## src/rtl/mac_seq_ctrl.sv

```systemverilog
// mac_seq_ctrl: sequences one dot-product job on a sibling pipelined MAC.
// Latches the job config on start, pulses init_acc, streams operand pairs
// through a valid/ready handshake, waits out the MAC's 2-cycle accumulate
// latency and hands the final sum to the consumer through valid/ready.
module mac_seq_ctrl #(
  parameter int INW  = 16,
  parameter int OUTW = 64,
  parameter int LENW = 10
) (
  input  logic            clk,
  input  logic            reset,
  input  logic            start,
  input  logic [LENW-1:0] cfg_len,
  input  logic [INW-1:0]  cfg_init,
  output logic            busy,
  input  logic [INW-1:0]  in0,
  input  logic [INW-1:0]  in1,
  input  logic            in_valid,
  output logic            in_ready,
  output logic [INW-1:0]  mac_in0,
  output logic [INW-1:0]  mac_in1,
  output logic [INW-1:0]  mac_init_value,
  output logic            mac_init_acc,
  output logic            mac_input_valid,
  input  logic [OUTW-1:0] mac_out,
  output logic [OUTW-1:0] out_data,
  output logic            out_valid,
  input  logic            out_ready
);

  typedef enum logic [2:0] {
    S_IDLE,
    S_INIT,
    S_RUN,
    S_DRAIN1,
    S_DRAIN2,
    S_DONE
  } state_t;

  state_t          state_q, state_d;
  logic [LENW-1:0] len_q, len_d;
  logic [LENW-1:0] count_q, count_d;
  logic [LENW-1:0] count_inc;
  logic [INW-1:0]  init_q, init_d;
  logic [OUTW-1:0] out_data_q, out_data_d;

  // Operands go to the MAC untouched; the MAC only acts on them when
  // mac_input_valid is high.
  assign mac_in0        = in0;
  assign mac_in1        = in1;
  assign mac_init_value = init_q;
  assign out_data       = out_data_q;

  // count never exceeds len_q - 1 before incrementing, so this cannot wrap.
  assign count_inc = count_q + LENW'(1);

  // State and job registers; a reset drops any partial job.
  // NOTE: sequential state uses non-blocking (<=) so every flop samples
  // pre-edge values regardless of statement order.
  always_ff @(posedge clk or negedge reset) begin
    if (!reset) begin
      state_q    <= S_IDLE;
      len_q      <= '0;
      count_q    <= '0;
      init_q     <= '0;
      out_data_q <= '0;
    end else begin
      state_q    <= state_d;
      len_q      <= len_d;
      count_q    <= count_d;
      init_q     <= init_d;
      out_data_q <= out_data_d;
    end
  end

  // Next-state and job-register update logic.
  // NOTE: every signal gets a default before the case so no path leaves it
  // unassigned, which would otherwise infer a latch.
  always_comb begin
    state_d    = state_q;
    len_d      = len_q;
    count_d    = count_q;
    init_d     = init_q;
    out_data_d = out_data_q;
    case (state_q)
      S_IDLE: begin
        if (start) begin
          len_d   = cfg_len;
          init_d  = cfg_init;
          count_d = '0;
          state_d = S_INIT;
        end
      end
      S_INIT: begin
        state_d = (len_q == '0) ? S_DRAIN1 : S_RUN;
      end
      S_RUN: begin
        if (in_valid) begin
          count_d = count_inc;
          if (count_inc == len_q) state_d = S_DRAIN1;
        end
      end
      S_DRAIN1: begin
        // The last product is still in the MAC's multiply stage.
        state_d = S_DRAIN2;
      end
      S_DRAIN2: begin
        // mac_out now holds the complete sum.
        out_data_d = mac_out;
        state_d    = S_DONE;
      end
      S_DONE: begin
        if (out_ready) state_d = S_IDLE;
      end
      default: state_d = S_IDLE;
    endcase
  end

  // Moore outputs from state, plus the combinational handshake into the MAC.
  always_comb begin
    busy            = (state_q != S_IDLE);
    in_ready        = 1'b0;
    mac_init_acc    = 1'b0;
    mac_input_valid = 1'b0;
    out_valid       = 1'b0;
    case (state_q)
      S_INIT: mac_init_acc = 1'b1;
      S_RUN: begin
        in_ready        = 1'b1;
        mac_input_valid = in_valid;
      end
      S_DONE:  out_valid = 1'b1;
      default: ;
    endcase
  end

endmodule

```

## config.mk

```make
export PLATFORM = sky130hd
export DESIGN_NAME = mac_seq_ctrl
export DESIGN_NICKNAME = d
export VERILOG_FILES = /design/src/rtl/mac_seq_ctrl.sv
export SDC_FILE = /design/constraint.sdc
export NUM_CORES = 1
export LEC_CHECK = 0
export ABC_AREA = 1
export ABC_CLOCK_PERIOD_IN_PS = 4630
export CORE_MARGIN = 1.5
export CORE_UTILIZATION = 43
export CTS_CLUSTER_DIAMETER = 150
export DETAILED_ROUTE_END_ITERATION = 10
export MAX_ROUTING_LAYER = met4
export PLACE_DENSITY = 0.85
export SYNTH_ARGS = -nofsm -noshare
export SYNTH_HDL_FRONTEND = slang
export SYNTH_SLANG_ARGS = --single-unit
```

## constraint.sdc

```tcl
create_clock -name clk -period 4.63 [get_ports clk]
set_input_delay 1.389 -clock clk [delete_from_list [all_inputs] [get_ports clk]]
set_output_delay 1.389 -clock clk [all_outputs]
set_load 0.01 [all_outputs]
```

* Word-level counts from Yosys, hierarchy flattened
Cells that the tools add are included.
Operators by class: reductions and logical operators 7, muxes and demuxes 13, $add $sub $neg 1, eq/ne operators 10
Operators with widths (number):
- two-way mux 10 bit | 2
- case mux 10 bit (2 select lines) | 1
- case mux 3 bit (6 select lines) | 1
- two-way mux 3 bit | 4
- adder 10 x 1 -> 10 bit (second input constant) | 1
- == test 10 bit | 1
- zero test 10 bit | 1
- != test 2 bit (second input constant) | 4
- == test 3 x 2 -> 1 bit (second input constant) | 2
- == test 3 bit (second input constant) | 2
- two-way mux 1 bit | 5
- AND reduction 4 bit | 1
- == test 3 x 1 -> 1 bit (second input constant) | 1
- zero test 3 bit | 1
- AND reduction 3 bit | 1
- nonzero test 3 bit | 1
- AND reduction 2 bit | 1
- nonzero test 2 bit | 1
Storage, ports and cells: logic and storage cells 36, input port bits 127, register bits after elaboration 103, output and inout port bits 117

* Depth between registers and ports, before layout
word-level depth 5, depth in mapped cells 13, depth with buffers taken out 13

* Least setup slack after synthesis
OpenSTA, ideal clock, no wires.
path type in2out, from input in_valid, to output mac_input_valid, buffers on the path 0, arrival 1.630 ns, path slack 1.611 ns, required time 3.241 ns, stages 2, cell sequence nand2_1 -> inv_1
On the way: longest elaborated chain between the ends 1
RTL lines:
- from (decl) | line 18 | input logic in_valid,
- two-way mux 1 bit | line 126 | case (state_q)
- to (decl) | line 24 | output logic mac_input_valid,
Every way passes these cells.

* Worst setup path in the final report
Ends and elaborated chain as after synthesis.

==> flow_summary_export.csv <==
group,metric,value,unit
finish,antenna_cells,0,
yosys,synth.most_common_cell,"dfrtp_1",
status,outcome,"completed",
critical_path,start_kind,"primary input",
global_route,grt_max_degree,77,
power,power,0.00412,W
timing,layout_min_cycle_time,4180,ps
finish,syn_to_final_growth,38.1,%
power,p_int,0.00276,W
routing,dr.first_iter.drc_count,112,
timing,maxSlewHeadroom,36.1,%
clock_tree,holdBufCountCts,0,
power,p_sw,0.00136,W
power,peakVddDrop,0.313,mV
die,die_w,109,µm
clock_tree,post_cts_buffers,0,
place,place_ws,465,ps
finish,layout.cells.non_filler,683,
critical_path,cp_common_cell,"clkdlybuf4s50_1",
timing,clock-skew-final,8.96,ps
critical_path,max_stage_delay,560,ps
timing,worstMarginPinSlew,958,ps
clock_tree,cts_tree,"yes",
global_route,grt_pass1_wl,17500,µm
yosys,synth.avg_cell_area,12.4,µm²
yosys,async_flop_share,100,%
place,dp_hpwl,8380,µm
yosys,synth_top_area_share,53.5,%
clock_tree,clockBufferDepth,2,
global_route,antenna_found_initial,0,
critical_path,rr_startpoint,"state_q[0]",
clock_tree,clockRootBuffer,"clkbuf_8",
routing,first_pass_iters,4,
timing,setup_viol,0,
die,design.die.area,11800,µm²
timing,slew_violations,0,
routing,wl,11100,µm
yosys,ys_warn_count,0,
finish,fin_nets,666,
power,clkPwrFrac,13.5,%
yosys,synth_edf_count,0,
routing,ant_nets,0,
clock_tree,cts_buffers,9,
yosys,synth_area,4810,µm²
yosys,ys.flop_type,"dfrtp_1",
critical_path,cp-startpoint,"in_valid",
power,p_leak,2.87,nW
critical_path,required,3240,ps
global_route,grt_use_total,19.8,%
clock_tree,clk_latency,360,ps
yosys,yosys-top-cells-area,"dfrtp_1 (54%), mux2_1 (8.9%), mux2_2 (6.6%)",
yosys,synth_seq_cells,103,
critical_path,worstSetupEndpointType,"output pin",
yosys,syn_nets,516,
routing,wl_per_cell,16.3,µm
die,die_h,109,µm
global_route,overflow,0,
timing,min_period_over_period,90.2,%
critical_path,cpMaxStageDelayCell,"clkdlybuf4s50_1",
min_path,holdCritStartpoint,"out_data[59]",
min_path,min_path_type,"reg2reg",
routing,dr_wl_met3,777,µm
timing,fin_tns_setup,0,ps
routing,dr_wl_met2,5670,µm
clock_tree,clock_sinks,103,
job,cap_viol_max_count,0,
routing,top_layer,"met4",
routing,wl_met1,4270,µm
timing,hold_viol,0,
die,io_pins,244,
critical_path,crit_type,"in2out",
power,power.density,620,nW/µm²
clock_tree,cts_resized,0,
place,io_buffers,179,
yosys,synth_common_cells,"dfrtp_1 (103), nand2_1 (42), mux2_1 (38)",
finish,layout-drive-gt1-share,18.6,%
clock_tree,path_clk_slew,90,ps
timing,worst_slack,454,ps
routing,drc_errors,0,
routing,vias_per_cell,4.99,
clock_tree,htreeDepth,3,
place,place.gp.congestion,0.880,
yosys,post-synth-top-area-cell,"dfrtp_1",
timing,fmax,239,MHz
timing,rsz0062_at_grt,"no",
place,place_inst,667,
global_route,grt_pass1_vias,3675,
power,p_comb_share,47.9,%
yosys,seq_area_frac_synth,53.5,%
die,fp.coreArea,10900,µm²
routing,vias,3405,
die,start_util,44.2,%
critical_path,crit_path_max_fanout,5,
critical_path,path_cells,"clkdlybuf4s50_1 -> nand2_1 -> inv_1 -> clkdlybuf4s50_1",
die,core.rowCount,38,
power,p_sw_share,33.0,%
yosys,postSynthCellCount,388,
yosys,synth_cell_types,35,
critical_path,worstPathArrival,2790,ps
power,seqPwrFrac,38.5,%
==> cell families (layout without fill, tap and decap cells) <==
logic type                 count (synthesis)  count (layout)  share of synthesized area (%)
AOI/OAI and AO/OA                         22              22                           3.87
DFF                                      103             103                           53.5
buffers and inverters                     69             224                           9.20
and+or+nand+nor                          108             108                           11.9
xor gates and xnor gates                   1               1                          0.182
muxes                                     84              84                           21.1
adders and majority gates                  1               1                          0.260
==> power groups by stage <==
stage / clock [W] / sequential, W / combinational [W]
after floorplan: 0 / 0.00174 / 0.000863
after global placement: 0 / 0.00158 / 0.00194
after detailed placement: 0 / 0.00161 / 0.00199
after CTS: 0.000579 / 0.00159 / 0.00200
after global routing: 0.000605 / 0.00164 / 0.00212
final: 0.000559 / 0.00159 / 0.00198
==> registers in the layout (all words and copies together) (netlist names) <==
register and count:
mac_init_value 16, state_q 3, count_q 10, out_data 64, len_q 10
==> layout by cell type (no fill, tap or decap), drive strengths merged, types with 2 or more instances in the layout <==
cell and count:
inv 26, clkinv 3, o22ai 3, nand3 23, clkbuf 12, dfrtp 103, o21ai 9, nand4 4
buf 4, nand2 49, nor4 3, mux2 84, nor3 2, a21oi 8, nor2 23, clkdlybuf4s50 178
nand3b 3
==> path summary, 6_finish.rpt <==
check / to / slack [ps] / depth (start not counted)
min reg2reg: out_data[59] / 500 / 1
max: mac_input_valid / 450 / 4
min in group asynchronous: count_q[9] / 1140 / 1
max reg2reg: out_data[1] / 2480 / 4
max in group asynchronous: out_data[55] / 2620 / 2
min: out_data[59] / 500 / 1
==> per-stage QoR <==
step / util (%) / hold WS [ps] / instance area (µm²)
floorplan: - / 519 / 4810
global placement: 59.3 / 473 / 6460
detailed placement: 59.3 / 481 / 6460
CTS: 61.1 / 502 / 6650
global route: 61.1 / 512 / 6650
finish: 61.1 / 498 / 6650
==> final cells by class <==
| class | count | area, µm² |
|---|---|---|
| inverter | 26 | 97.6 |
| timing repair buffer | 182 | 1810 |
| multi-input combinational | 216 | 1800 |
| clock buffer | 12 | 145 |
| clock inverter | 4 | 45.0 |
| fill | 887 | 4240 |
| tap | 140 | 175 |
| sequential | 103 | 2580 |
==> critical path, delay by kind of cell <==
| family | cells | cell delay [ps] |
|---|---|---|
| AND/OR/NAND/NOR | 1 | 140 |
| buffers and inverters | 3 | 1260 |
==> routing by layer <==
metal	up-vias	global-route usage (%)
met5	-	-
met4	0	11.2
met3	51	4.06
met2	153	33.8
met1	1630	21.4
li1	1571	-
Power figures use the tool's default switching activity.
